**config.mk**
```make
export PLATFORM = sky130hd
export DESIGN_NAME = digest_pager
export DESIGN_NICKNAME = d
export VERILOG_FILES = /design/src/rtl/digest_pager.sv
export SDC_FILE = /design/constraint.sdc
export NUM_CORES = 2
export LEC_CHECK = 0
export ABC_CLOCK_PERIOD_IN_PS = 3100
export BUFFER_PORTS_ARGS = -buffer_cell sky130_fd_sc_hd__buf_4
export CELL_PAD_IN_SITES_DETAIL_PLACEMENT = 0
export CELL_PAD_IN_SITES_GLOBAL_PLACEMENT = 1
export CORE_AREA = 2 2 447 449
export CTS_BUF_LIST = sky130_fd_sc_hd__clkbuf_16
export CTS_CLUSTER_SIZE = 16
export DETAILED_ROUTE_END_ITERATION = 10
export DIE_AREA = 0 0 449 451
export PLACE_DENSITY_LB_ADDON = 0.08
export SLEW_MARGIN = 25
export SYNTH_ARGS = -nofsm -noshare
export SYNTH_HDL_FRONTEND = slang
export SYNTH_SLANG_ARGS = --single-unit
```
**constraint.sdc**
```tcl
create_clock -name clock_i -period 3.1 [get_ports clock_i]
set_input_delay 0.62 -clock clock_i [delete_from_list [all_inputs] [get_ports clock_i]]
set_output_delay 0.62 -clock clock_i [all_outputs]
set_load 0.02 [all_outputs]
```
**src/rtl/digest_pager.sv**
```systemverilog
// Captures a wide digest on the rising edge of its valid flag and pages through it one
// WIN_W-bit window at a time; define AUTO_SCROLL_EN to add timed auto-scroll.
module digest_pager #(
    parameter int DATA_W     = 1088,
    parameter int WIN_W      = 32,
    parameter int SCROLL_DIV = 50000000,
    localparam int PAGES     = (DATA_W + WIN_W - 1) / WIN_W,
    localparam int PG_W      = (PAGES > 1) ? $clog2(PAGES) : 1
) (
    input  logic              clock_i,
    input  logic              reset_n_i,
    input  logic [DATA_W-1:0] data_in_i,
    input  logic              data_valid_i,
    input  logic              freeze_i,
    input  logic              next_pg_i,
    input  logic              prev_pg_i,
    input  logic              auto_mode_i,
    output logic [WIN_W-1:0]  window_o,
    output logic [PG_W-1:0]   page_o,
    output logic              captured_o
);

    localparam int              PAD_W  = PAGES * WIN_W;
    localparam logic [PG_W-1:0] PG_TOP = PG_W'(PAGES - 1);

    logic [DATA_W-1:0] digest_q, digest_d;
    logic [PG_W-1:0]   page_q, page_d;
    logic [WIN_W-1:0]  window_q, window_d;
    logic              captured_q, captured_d;
    logic              dv_q, nx_q, pv_q;

    logic              cap, next_rise, prev_rise, auto_step, do_next;
    logic [PAD_W-1:0]  padded;

    assign cap       = data_valid_i & ~dv_q & ~freeze_i;
    assign next_rise = next_pg_i & ~nx_q;
    assign prev_rise = prev_pg_i & ~pv_q;

`ifdef AUTO_SCROLL_EN
    localparam int CNT_W = $clog2(SCROLL_DIV);

    logic [CNT_W-1:0] cnt_q, cnt_d;
    logic             manual, tc;

    assign manual    = next_rise | prev_rise;
    assign tc        = auto_mode_i & (cnt_q == CNT_W'(SCROLL_DIV - 1));
    // A manual press in the terminal-count cycle swallows the auto step.
    assign auto_step = tc & ~manual;

    always_comb begin
        cnt_d = cnt_q + CNT_W'(1);
        if (manual || !auto_mode_i || tc) begin
            cnt_d = '0;
        end
    end

    always_ff @(posedge clock_i or negedge reset_n_i) begin
        if (!reset_n_i) begin
            cnt_q <= '0;
        end else begin
            cnt_q <= cnt_d;
        end
    end
`else
    logic unused_auto_mode;

    assign unused_auto_mode = auto_mode_i;
    assign auto_step        = 1'b0;
`endif

    assign do_next = (next_rise & ~prev_rise) | auto_step;

    always_comb begin
        digest_d   = cap ? data_in_i : digest_q;
        captured_d = captured_q | cap;
        page_d     = page_q;
        if (do_next) begin
            page_d = (page_q == '0) ? PG_TOP : page_q - PG_W'(1);
        end else if (prev_rise && !next_rise) begin
            page_d = (page_q == PG_TOP) ? '0 : page_q + PG_W'(1);
        end
        // Zero extension pads the top page above DATA_W.
        padded   = PAD_W'(digest_d);
        window_d = WIN_W'(padded >> (32'(page_d) * WIN_W));
    end

    always_ff @(posedge clock_i or negedge reset_n_i) begin
        if (!reset_n_i) begin
            digest_q   <= '0;
            page_q     <= PG_TOP;
            window_q   <= '0;
            captured_q <= 1'b0;
            dv_q       <= 1'b0;
            nx_q       <= 1'b0;
            pv_q       <= 1'b0;
        end else begin
            digest_q   <= digest_d;
            page_q     <= page_d;
            window_q   <= window_d;
            captured_q <= captured_d;
            dv_q       <= data_valid_i;
            nx_q       <= next_pg_i;
            pv_q       <= prev_pg_i;
        end
    end

    assign window_o   = window_q;
    assign page_o     = page_q;
    assign captured_o = captured_q;

endmodule

```
# == Yosys cells after proc, flatten, opt, wreduce, memory -nomap -nowiden ==
# Index checks and enable logic that the tools add are counted.
# totals
regBits,1130
inputBits,1095
output_inout_bits,39
elab_cells,30
# op_classes
addsub,2
n_eq_ne,1
shift,1
mux,5
n_bitwise,11
n_reduce_logical,3
# ops
op,n
$mux 1088,1
$shr 1088x11->32,1
$mux 6,4
$add 6x1->6 const B,1
$eq 6x6->1 const B,1
$logic_not 6->1,1
$sub 6x1->6 const B,1
$and 1x1->1,5
$not 1->1,5
$logic_and 1x1->1,1
$logic_not 1->1,1
$or 1x1->1,1

# == Logic depth before layout (Yosys ltp) ==
# logic_depth
ltp_word,7
ltp_mapped,16
depth_no_buf,11

# == Worst setup path after synthesis ==
# Ideal clock, no wire load.
# synth_path
path_type,flip-flop to flip-flop
from,"register page_q[0], in the netlist page_o[0]"
to,"register window_q[5], in the netlist window_o[5]"
setup_time_ns,0.133
arrival_ns,2.818
required_time_ns,2.967
slack_ns,0.149
path_stages_with_launch,14
n_path_buf,3
synth_period_minus_slack_ns,2.951
path_cell_list,dfstp_2 -> inv_1 -> ha_1 -> nand2b_1 -> o211a_1 -> a311oi_2 -> and2_1 -> buf_4 -> buf_6 -> nor3_1 -> buf_2 -> o211ai_1 -> nand4b_1 -> o21bai_1
# synth_between
elab_chain_cells,5
elab_cells_between_ends,9
cone_classes,2 x add/sub; 1 x eq/ne; 1 x shift; 4 x mux; 1 x reduce/logical
# synth_lines
element,line,rtl
start: declaration,27,"logic [PG_W-1:0] page_q, page_d;"
start signal: assignment,98,page_q <= page_d;
$add 6x1->6 or $eq 6x6->1 (tied branches),80,page_d = (page_q == PG_TOP) ? '0 : page_q + PG_W'(1);
$mux 6,80,
$mux 6,79,end else if (prev_rise && !next_rise) begin
$mux 6 *,77,if (do_next) begin
$shr 1088x11->32 *,84,window_d = WIN_W'(padded >> (32'(page_d) * WIN_W));
net window_d[5],28,"logic [WIN_W-1:0] window_q, window_d;"
end signal: assignment,99,window_q <= window_d;
end: declaration,28,
# Mark *: on every way through the listed nets, which the timed path passes. The rest lies on a longest branch.

# == Worst setup path in the final report ==
# layout_path
from,"register page_q[4], in the netlist page_o[4]"
to,"register window_q[24], in the netlist window_o[24]"
# The elaborated chain is that of the path after synthesis.

==> metrics.cfg <==
[outcome]
status = finished, violations left
violations = negative setup slack

[job]
cap_violations = 0

[placed_design]
port_buffers = 1132
dp.cells = 10300
dp_hpwl_um = 224000
gp_congestion = 0.906
dpl_cell_area_um2 = 68500

[sta]
whs_ns = 0.0695
rsz0062_at_grt = true
fin_crit_sh_pct = 106
finalHoldViolations = 0
relSlewSlack_pct = 56.4
finalClockSkew_ns = 0.0283
fmax_mhz = 304
finalWorstSetupSlack_ns = -0.191
period_needed_ns = 3.29
slew_viol_final = 0
setup_viol_count_final = 32
tightestPinTransition_ns = 0.654

[synth]
synth_seq_cells = 1130
synth-edff-count = 0
synth_fp_nets = 7424
synth_ff_type = dfrtp_1
synth_warnings = 0
seq_area_frac_synth_pct = 54.3
syn_area_um2 = 52100
ys_async_sr_fraction_pct = 100
syn_area_per_cell_um2 = 8.23
netlist_instances = 6325
synth_cell_types = 67

[setup_path]
crit_start = page_o[4]
reg2reg_to = window_o[24]
required_ns = 3.75
crit_path_max_incr_delay_ns = 0.45
crit_top_cell = buf_4
reg2reg_slack_ns = -0.19
arrival_ns = 3.94
ff2ff_path_depth = 12
cp_max_fo = 13
path_cells = or3_4 -> o2111ai_2 -> o221a_4 -> buf_12 -> inv_6 -> buf_4 -> bufbuf_16 -> o211ai_1 -> a21oi_2 -> a2111oi_4 -> buf_4 -> o41ai_2
path_class = register to register
start_kind = register
cp_slowest_cell = or3_4
endpoint_kind = register
rr_startpoint = page_o[4]

[floorplan]
dieArea_um2 = 202000
row_count = 164
fp.dieH_um = 451
top_level_ports = 1134
start_util_pct = 26.3
coreArea_um2 = 198000
dieWidth_um = 449

[drt]
drcViolationCount = 0
totalWireLength_um = 288000
detail_route.iter0.violations = 4018
vias = 51800
ant_nets = 0
drt-pass1-iter-count = 6
vias_per_cell = 4.76
wl_per_cell_um = 26.5

[global_route]
grt_pass1_wl_um = 403000
grt_max_degree = 102
grt_pass1_vias = 53100
grt_overflow = 0
antenna_found_initial = 39
track_usage_pct = 27.8

[power]
vdd_ir_drop_max_mv = 0.446
p_per_area_nw_per_um2 = 817
p_leak_uw = 0.0398

[layout]
fin_nets = 9205
final_common_cell = nand2_1
utilization_pct = 39.5
multi_input_area_um2 = 23700
register_area_um2 = 28300
drive_gt1_share_pct = 29.1
stdcell_count = 10900
area_growth_pct = 50.4
final_cell_mix = 3381 x nand2_1, 1693 x buf_4, 1128 x dfrtp_1
fill_cells = 20600
stdcell_area_um2 = 78300

[clocking]
cts.sinks = 1130
clockBufferDepth = 3
worstSkewPairLatency_ns = 0.80
cts_root_buf = clkbuf_16
clkTransAtPathRegs_ns = 0.06
ctsHtreeMaxLevel = 4
cts_buffers = 143
cts_tree = built

[hold_path]
holdPathEnd = digest_q[777]
hp-start = data_in_i[777]
hold_class = primary input to register
worstHoldPathCells = 3

[Yosys cell counts (18+ instances only)]
cell type	number	area [µm²]
a211o_1	44	385
mux2_2	34	383
nand3_1	283	1420
dfrtp_1	1128	28200
o21bai_1	27	203
clkbuf_1	262	983
mux2i_1	103	1030
o221ai_1	29	254
o211ai_1	212	1590
a21oi_1	50	250
nor2_1	115	432
nand2_1	3393	12700
o2111ai_1	40	350
o21ai_0	137	686
or2_2	21	131
a32oi_1	35	307
buf_2	98	490
o22ai_1	18	113
a31oi_1	32	200
buf_1	73	274
[worst max-delay path: cells and delay by family (launching register included)]
family,cells,cell delay [ns]
AOI/OAI and AO/OA,6,1.41
buffers and inverters,5,0.88
DFF,1,0.37
and+or+nand+nor,1,0.45
[metrics by stage]
step / setup slack, ns / power, µW / setup TNS, ns
after floorplan: 0.149 / 28800 / 0
after global placement: -1.06 / 42700 / -20.35
after detailed placement: -1.04 / 42800 / -20.94
after CTS: -0.218 / 63400 / -2.49
after global routing: -0.279 / 66900 / -5.08
final: -0.191 / 64000 / -2.54
[state kept, by name, summed over array words and instances, names as in the netlist]
register and count:
pv_q 1, page_o 6, captured_o 1, window_o 32, dv_q 1, digest_q 1088, nx_q 1
[power breakdown]
group | internal, µW | switching (µW)
sequential | 17200 | 895
clock | 8720 | 6780
combinational | 12900 | 17500
[layer usage]
metal,GRT usage (%),vias to the layer above,wire length (µm)
li1,-,24400,-
met1,35.9,25500,123000
met2,47.5,1495,142000
met3,3.51,354,11900
met4,10.3,20,11200
met5,0,-,115
[timing repair]
item                       CTS  global route
resized for setup          329           106
hold buffers               170             0
pin swaps                   97            74
setup endpoints to repair   32            32
buffers inserted            76            21
cloned                      29             6
hold endpoints to repair   187             0
[kinds of logic (layout without fill, tap and decap cells)]
| group | count (synthesis) | after routing | synth area share, % |
|---|---|---|---|
| compound gates | 747 | 747 | 10.5 |
| xor+xnor | 2 | 2 | 0.0336 |
| fa+ha+maj | 4 | 4 | 0.0961 |
| buf+inv | 454 | 2339 | 3.65 |
| flops | 1130 | 1130 | 54.3 |
| mux | 137 | 137 | 2.71 |
| other cells | 0 | 16 | 0 |
| simple gates | 3851 | 3851 | 28.7 |
[how the worst max path moves through the flow]
stage / end / slack (ns) / depth (start not counted)
4_1_cts: window_o[24] / -0.22 / 12
2_1_floorplan: window_o[5] / 0.15 / 13
3_3_place_gp: window_o[20] / -1.06 / 14
3_5_place_dp: window_o[20] / -1.04 / 14
6_report: window_o[24] / -0.19 / 12
5_1_grt: window_o[22] / -0.28 / 13
[layout make-up]
cell class                 count  area share, %
sequential                  1130           36.1
multi-input combinational   4741           30.3
timing repair buffer        2078           23.9
clock buffer                 148           4.73
tap                         2656           4.24
clock inverter               101          0.647
inverter                       9         0.0767
antenna                       16         0.0511
timing repair inverter         3         0.0303
Note: power is estimated with default switching activity, not from simulation.
